[config.mk]
export PLATFORM = sky130hd
export DESIGN_NAME = cla_share_ctrl
export DESIGN_NICKNAME = d
export VERILOG_FILES = /design/src/rtl/cla_ctrl_pkg.sv /design/src/rtl/CLA_16bit_top.sv /design/src/rtl/cla_rr_arb.sv /design/src/rtl/cla_share_ctrl.sv
export SDC_FILE = /design/constraint.sdc
export NUM_CORES = 1
export LEC_CHECK = 0
export CORE_ASPECT_RATIO = 0.7
export CORE_MARGIN = 5
export CORE_UTILIZATION = 43
export DETAILED_ROUTE_END_ITERATION = 8
export PLACE_DENSITY_LB_ADDON = 0.05
export RECOVER_POWER = 50
export SETUP_SLACK_MARGIN = 0.02
export SYNTH_ARGS = -nofsm -noshare
export SYNTH_HDL_FRONTEND = slang
export SYNTH_SLANG_ARGS = --single-unit
export TNS_END_PERCENT = 50
[constraint.sdc]
create_clock -name clk -period 2.65 [get_ports clk]
set_clock_uncertainty 0.05 [all_clocks]
set_input_delay 0.53 -clock clk [delete_from_list [all_inputs] [get_ports clk]]
set_output_delay 0.53 -clock clk [all_outputs]
set_load 0.005 [all_outputs]
[src/rtl/cla_ctrl_pkg.sv]
// Purpose: shared types and helpers for the shared carry-lookahead controller.
//   state_t      : controller sequencing states
//   req_id_t     : requester index
//   op_t         : latched operand payload (A, B, mode)
//   cla4_carries : 4-bit lookahead carry expansion, used at bit and group level
package cla_ctrl_pkg;

    localparam int unsigned CLA_W = 16;
    localparam int unsigned NREQ  = 2;
    localparam int unsigned ID_W  = 1;

    typedef enum logic [1:0] {
        ST_IDLE = 2'd0,
        ST_EXEC = 2'd1,
        ST_DONE = 2'd2
    } state_t;

    typedef logic [ID_W-1:0] req_id_t;

    typedef struct packed {
        logic [CLA_W-1:0] a;
        logic [CLA_W-1:0] b;
        logic             mode;
    } op_t;

    // Carries c[0..4] of a 4-wide generate/propagate slice, fully expanded.
    function automatic logic [4:0] cla4_carries(input logic [3:0] g,
                                                input logic [3:0] p,
                                                input logic       ci);
        logic [4:0] c;
        c[0] = ci;
        c[1] = g[0] | (p[0] & ci);
        c[2] = g[1] | (p[1] & g[0]) | (p[1] & p[0] & ci);
        c[3] = g[2] | (p[2] & g[1]) | (p[2] & p[1] & g[0]) | (p[2] & p[1] & p[0] & ci);
        c[4] = g[3] | (p[3] & g[2]) | (p[3] & p[2] & g[1]) | (p[3] & p[2] & p[1] & g[0])
             | ((&p) & ci);
        return c;
    endfunction

endpackage

[src/rtl/CLA_16bit_top.sv]
// Purpose: 16-bit two-level carry-lookahead adder/subtractor.
//   A, B : operands
//   mode : 0 = A+B, 1 = A-B (B inverted, carry-in = 1)
//   S    : sum/difference
//   Cout : carry out of bit 15 (1 = no borrow when subtracting)
//   Ovf  : two's-complement overflow
module CLA_16bit_top
    import cla_ctrl_pkg::*;
(
    input  logic [CLA_W-1:0] A,
    input  logic [CLA_W-1:0] B,
    input  logic             mode,
    output logic [CLA_W-1:0] S,
    output logic             Cout,
    output logic             Ovf
);

    localparam int unsigned NGRP = CLA_W / 4;

    logic [CLA_W-1:0] bx;
    logic [CLA_W-1:0] g;
    logic [CLA_W-1:0] p;
    logic [CLA_W-1:0] c;
    logic [NGRP-1:0]  gg;
    logic [NGRP-1:0]  gp;
    logic [NGRP:0]    gc;
    logic [4:0]       t;

    // Group generate/propagate, then group carries, then in-group bit carries.
    always_comb begin
        bx = B ^ {CLA_W{mode}};
        g  = A & bx;
        p  = A ^ bx;
        t  = '0;
        for (int k = 0; k < NGRP; k++) begin
            t     = cla4_carries(g[k*4 +: 4], p[k*4 +: 4], 1'b0);
            gg[k] = t[4];
            gp[k] = &p[k*4 +: 4];
        end
        gc = cla4_carries(gg, gp, mode);
        for (int k = 0; k < NGRP; k++) begin
            t            = cla4_carries(g[k*4 +: 4], p[k*4 +: 4], gc[k]);
            c[k*4 +: 4]  = t[3:0];
        end
        S    = p ^ c;
        Cout = gc[NGRP];
        Ovf  = (A[CLA_W-1] == bx[CLA_W-1]) & (S[CLA_W-1] != A[CLA_W-1]);
    end

endmodule

[src/rtl/cla_rr_arb.sv]
// Purpose: 2-way round-robin grant. A lone valid requester always wins; when
// both are valid the pointer selects the winner.
//   valid   : per-requester request
//   ptr     : requester favoured on a tie
//   grant_c : one-hot (or zero) combinational grant
module cla_rr_arb
    import cla_ctrl_pkg::*;
(
    input  logic [NREQ-1:0] valid,
    input  req_id_t         ptr,
    output logic [NREQ-1:0] grant_c
);

    always_comb begin
        grant_c = '0;
        if (&valid) begin
            grant_c[ptr] = 1'b1;
        end else begin
            grant_c = valid;
        end
    end

endmodule

[src/rtl/cla_share_ctrl.sv]
// Purpose: time-shares one CLA add/subtract unit between two requesters.
// Round-robin accept in IDLE, one datapath cycle in EXEC, result held in DONE
// until the sink accepts.
//   req_valid/req_ready : per-requester handshake (ready is combinational in IDLE)
//   req_a/req_b/req_mode: per-requester payload, requester i in [i*WIDTH +: WIDTH]
//   rsp_*               : registered result, id and flags, held while rsp_valid
//   busy                : controller not in IDLE
//   ops_done            : results accepted by the sink, wrapping
module cla_share_ctrl
    import cla_ctrl_pkg::*;
#(
    parameter int unsigned WIDTH = 16,
    parameter int unsigned CNT_W = 8
) (
    input  logic                  clk,
    input  logic                  rst_n,
    input  logic [NREQ-1:0]       req_valid,
    output logic [NREQ-1:0]       req_ready,
    input  logic [NREQ*WIDTH-1:0] req_a,
    input  logic [NREQ*WIDTH-1:0] req_b,
    input  logic [NREQ-1:0]       req_mode,
    output logic                  rsp_valid,
    input  logic                  rsp_ready,
    output logic                  rsp_id,
    output logic [WIDTH-1:0]      rsp_s,
    output logic                  rsp_cout,
    output logic                  rsp_ovf,
    output logic                  busy,
    output logic [CNT_W-1:0]      ops_done
);

    state_t           state_q, state_d;
    req_id_t          rr_q, rr_d;
    req_id_t          id_q, id_d;
    op_t              op_q, op_d;
    logic [WIDTH-1:0] s_q, s_d;
    logic             cout_q, cout_d;
    logic             ovf_q, ovf_d;
    logic [CNT_W-1:0] cnt_q, cnt_d;

    logic [NREQ-1:0]  grant_c;
    req_id_t          gid_c;
    logic             hs_c;
    logic [WIDTH-1:0] dp_s;
    logic             dp_cout;
    logic             dp_ovf;

    cla_rr_arb u_arb (
        .valid   (req_valid),
        .ptr     (rr_q),
        .grant_c (grant_c)
    );

    CLA_16bit_top u_cla (
        .A    (op_q.a),
        .B    (op_q.b),
        .mode (op_q.mode),
        .S    (dp_s),
        .Cout (dp_cout),
        .Ovf  (dp_ovf)
    );

    // Grant is only offered in IDLE and never while reset is asserted.
    assign req_ready = (rst_n && (state_q == ST_IDLE)) ? grant_c : '0;
    assign gid_c     = grant_c[1];
    assign hs_c      = |(req_valid & req_ready);

    // Next-state and register updates.
    always_comb begin
        state_d = state_q;
        rr_d    = rr_q;
        id_d    = id_q;
        op_d    = op_q;
        s_d     = s_q;
        cout_d  = cout_q;
        ovf_d   = ovf_q;
        cnt_d   = cnt_q;
        unique case (state_q)
            ST_IDLE: begin
                if (hs_c) begin
                    op_d.a    = gid_c ? req_a[2*WIDTH-1:WIDTH] : req_a[WIDTH-1:0];
                    op_d.b    = gid_c ? req_b[2*WIDTH-1:WIDTH] : req_b[WIDTH-1:0];
                    op_d.mode = req_mode[gid_c];
                    id_d      = gid_c;
                    rr_d      = ~gid_c;
                    state_d   = ST_EXEC;
                end
            end
            ST_EXEC: begin
                s_d     = dp_s;
                cout_d  = dp_cout;
                ovf_d   = dp_ovf;
                state_d = ST_DONE;
            end
            ST_DONE: begin
                if (rsp_ready) begin
                    cnt_d   = cnt_q + CNT_W'(1);
                    state_d = ST_IDLE;
                end
            end
            default: state_d = ST_IDLE;
        endcase
    end

    always_ff @(posedge clk or negedge rst_n) begin
        if (!rst_n) begin
            state_q <= ST_IDLE;
            rr_q    <= '0;
            id_q    <= '0;
            op_q    <= '0;
            s_q     <= '0;
            cout_q  <= 1'b0;
            ovf_q   <= 1'b0;
            cnt_q   <= '0;
        end else begin
            state_q <= state_d;
            rr_q    <= rr_d;
            id_q    <= id_d;
            op_q    <= op_d;
            s_q     <= s_d;
            cout_q  <= cout_d;
            ovf_q   <= ovf_d;
            cnt_q   <= cnt_d;
        end
    end

    assign rsp_valid = (state_q == ST_DONE);
    assign busy      = (state_q != ST_IDLE);
    assign rsp_id    = id_q;
    assign rsp_s     = s_q;
    assign rsp_cout  = cout_q;
    assign rsp_ovf   = ovf_q;
    assign ops_done  = cnt_q;

endmodule

==> impl_metrics.tcl <==
set metrics [dict create \
    netlist_top_cells_count "nand2_1 (81), dfrtp_1 (63), a22oi_1 (33)" \
    clkSinkCount 63 \
    crit_type "reg -> reg" \
    final_area_um2 4940 \
    htreeDepth 3 \
    vias 2875 \
    syn-num-nets 446 \
    met3_usage_pct 5.26 \
    cap_viol_max_count 1 \
    hpwl_um 6550 \
    diodes 0 \
    finalMaxSlewViolations 64 \
    die_y_um 84.3 \
    yosysWarnings 0 \
    status "complete, but fails checks" \
    cts_max_path_buffers 2 \
    worstSkewPairLatency_ps 320 \
    ys_types 41 \
    placed_area_um2 4550 \
    max_stage_delay_ps 420 \
    ir_drop_v 0.000631 \
    cts_buffers 9 \
    cp_slowest_cell "dfrtp_1" \
    die_w_um 116 \
    track_usage_pct 18.3 \
    powerDensity_nw_per_um2 1340 \
    grtUsageMet2_pct 27.3 \
    ant_nets 0 \
    ys_seq_area_share_pct 46.4 \
    async_flop_share_pct 100 \
    fillCellCount 676 \
    slew-limit-headroom_pct -3.01 \
    drt_wl_total_um 8520 \
    grt_max_degree 64 \
    cts_tree "done" \
    end_kind "flop" \
    holdPathStages 2 \
    startpoint "op_q[0]" \
    grt-ovfl-total 0 \
    drive_gt1_share_pct 9.96 \
    violations "capacitance limit, slew limit" \
    worstHoldPathType "reg -> reg" \
    start_kind "flop" \
    grt_pass1_vias 2890 \
    ff2ff_path_depth 9 \
    boundaryPins 102 \
    timing.rr.start "op_q[0]" \
    period_share_pct 96.7 \
    clk_pin_slew_ps 50 \
    synth_edf_count 0 \
    fin_util_pct 63.6 \
    critPathMaxFanout 10 \
    viasPerCell 5.02 \
    max_slew.worst_pin.slew_ps 1550 \
    hold_viol_final 0 \
    start_util_pct 43.7 \
    post_drt_wl_per_cell_um 14.9 \
    synth_ff_type "dfrtp_1" \
    grt_pass1_wl_um 14100 \
    critPathRequiredTime_ps 2840 \
    syn_inst 355 \
    cts_root_buffer "clkbuf_16" \
    cts.hold.buffers_added 0 \
    period_needed_ps 2560 \
    rows 27 \
    grt.busiest_layer "met2" \
    netlist_area_um2 3390 \
    yosysMostFrequentCell "nand2_1" \
    drt_pass1_iterations 4 \
    synth_area_leaders "dfrtp_1 (46%), nand2_1 (9.0%), a22oi_1 (7.3%)" \
    synth_top_area_cell "dfrtp_1" \
    grtUsageMet1_pct 26.6 \
    setup_violations 0 \
    syn_area_per_cell_um2 9.56 \
    fmax_mhz 390 \
    arrival_ps 2750 \
    min-delay-start "rsp_s[6]" \
    ys_ff_latch 63 \
    gp_congestion 0.825 \
    rsz0062_at_grt "yes" \
    nets 561 \
    drt_iter0_markers 110 \
    synth_top_area_share_pct 46.4 \
    syn_to_final_growth_pct 45.5 \
    crit_path_cell_trace "buf_12 -> xor2_1 -> ha_1 -> a21oi_4 -> o21bai_4 -> a211oi_4 -> a21o_1 -> fa_1 -> o21ai_1" \
    antenna_found_initial 0 \
    dieArea_um2 9800 \
    route.detailed.drc 0 \
    port-buffer-count 101 \
    core_um2 7770 \
    leakagePower_uw 0.00229 \
]
==> placed cells by master, fill, tap and decap left out, types with 13 or more instances in the layout <==
cell	n
a22oi_1	33
nor2_1	13
inv_1	14
o21ai_0	20
clkdlybuf4s50_1	99
xor2_1	24
ha_1	17
nand2_1	81
dfrtp_1	63
buf_4	18
==> stage by stage <==
stage	power, µW	cells	setup slack (ps)	hold slack, ps	TNS (ps)
final	6600	573	87.6	423	0
after global routing	7220	573	-49.5	444	-120
after CTS	6300	562	46.0	415	0
after detailed placement	5200	549	54.2	421	0
after global placement	5110	549	124	411	0
after floorplan	3990	355	43.8	184	0
==> routing by layer <==
layer / vias up / wire length [µm]
li1: 1461 / -
met2: 68 / 3820
met4: 0 / 54
met5: - / 0
met1: 1340 / 4150
met3: 6 / 503
==> state kept, by name, summed over array words and instances, names as in the netlist <==
name / flops
op_q: 33
ops_done: 8
rr_q: 1
rsp_cout: 1
rsp_id: 1
rsp_ovf: 1
rsp_s: 16
state_q: 2
==> logic make-up (layout without fill, tap and decap cells) <==
group | after synthesis | count (layout) | synth area share (%)
AND/OR/NAND/NOR | 121 | 121 | 15.1
buffers and inverters | 31 | 148 | 3.61
adder cells (fa/ha/maj) | 20 | 20 | 8.04
flip-flops | 63 | 63 | 46.4
XOR/XNOR | 30 | 30 | 7.74
multiplexers | 4 | 4 | 1.25
AO/OA/AOI/OAI | 86 | 86 | 17.8
==> final timing paths <==
check	slack (ps)	endpoint
hold reg to reg	420	rsp_s[6]
max in group asynchronous	860	rsp_cout
setup reg to reg	90	rsp_s[12]
hold / removal	420	rsp_s[6]
setup / recovery	90	rsp_s[12]
min in group asynchronous	740	op_q[16]
==> where the power goes <==
| group | internal, µW | leakage [µW] | switching (µW) | total (µW) |
|---|---|---|---|---|
| clock | 690 | 0.000136 | 371 | 1060 |
| sequential | 1410 | 0.000784 | 341 | 1750 |
| combinational | 1860 | 0.00137 | 1920 | 3780 |
| total | 3960 | 0.00229 | 2630 | 6600 |
==> worst max-delay path: cells and delay by family, from the launching register on <==
family	cells	cell delay, ps
flip-flops	1	420
XOR/XNOR	1	160
AO/OA/AOI/OAI	5	900
buffers and inverters	1	160
adder cells (fa/ha/maj)	2	790
==> layout make-up <==
class,count,area [µm²],share of cell area [%]
tap,101,126,2.56
clock inverter,1,5.00,0.101
multi-input combinational,261,1750,35.4
clock buffer,12,267,5.40
timing repair buffer,121,1160,23.6
sequential,63,1580,31.9
inverter,14,52.6,1.06
==> what timing repair did <==
action                     4_1_cts  5_1_grt
buffers inserted                 0       11
resized for setup                0       10
setup endpoints to repair        0        8
Note: power is estimated with default switching activity, not from simulation.
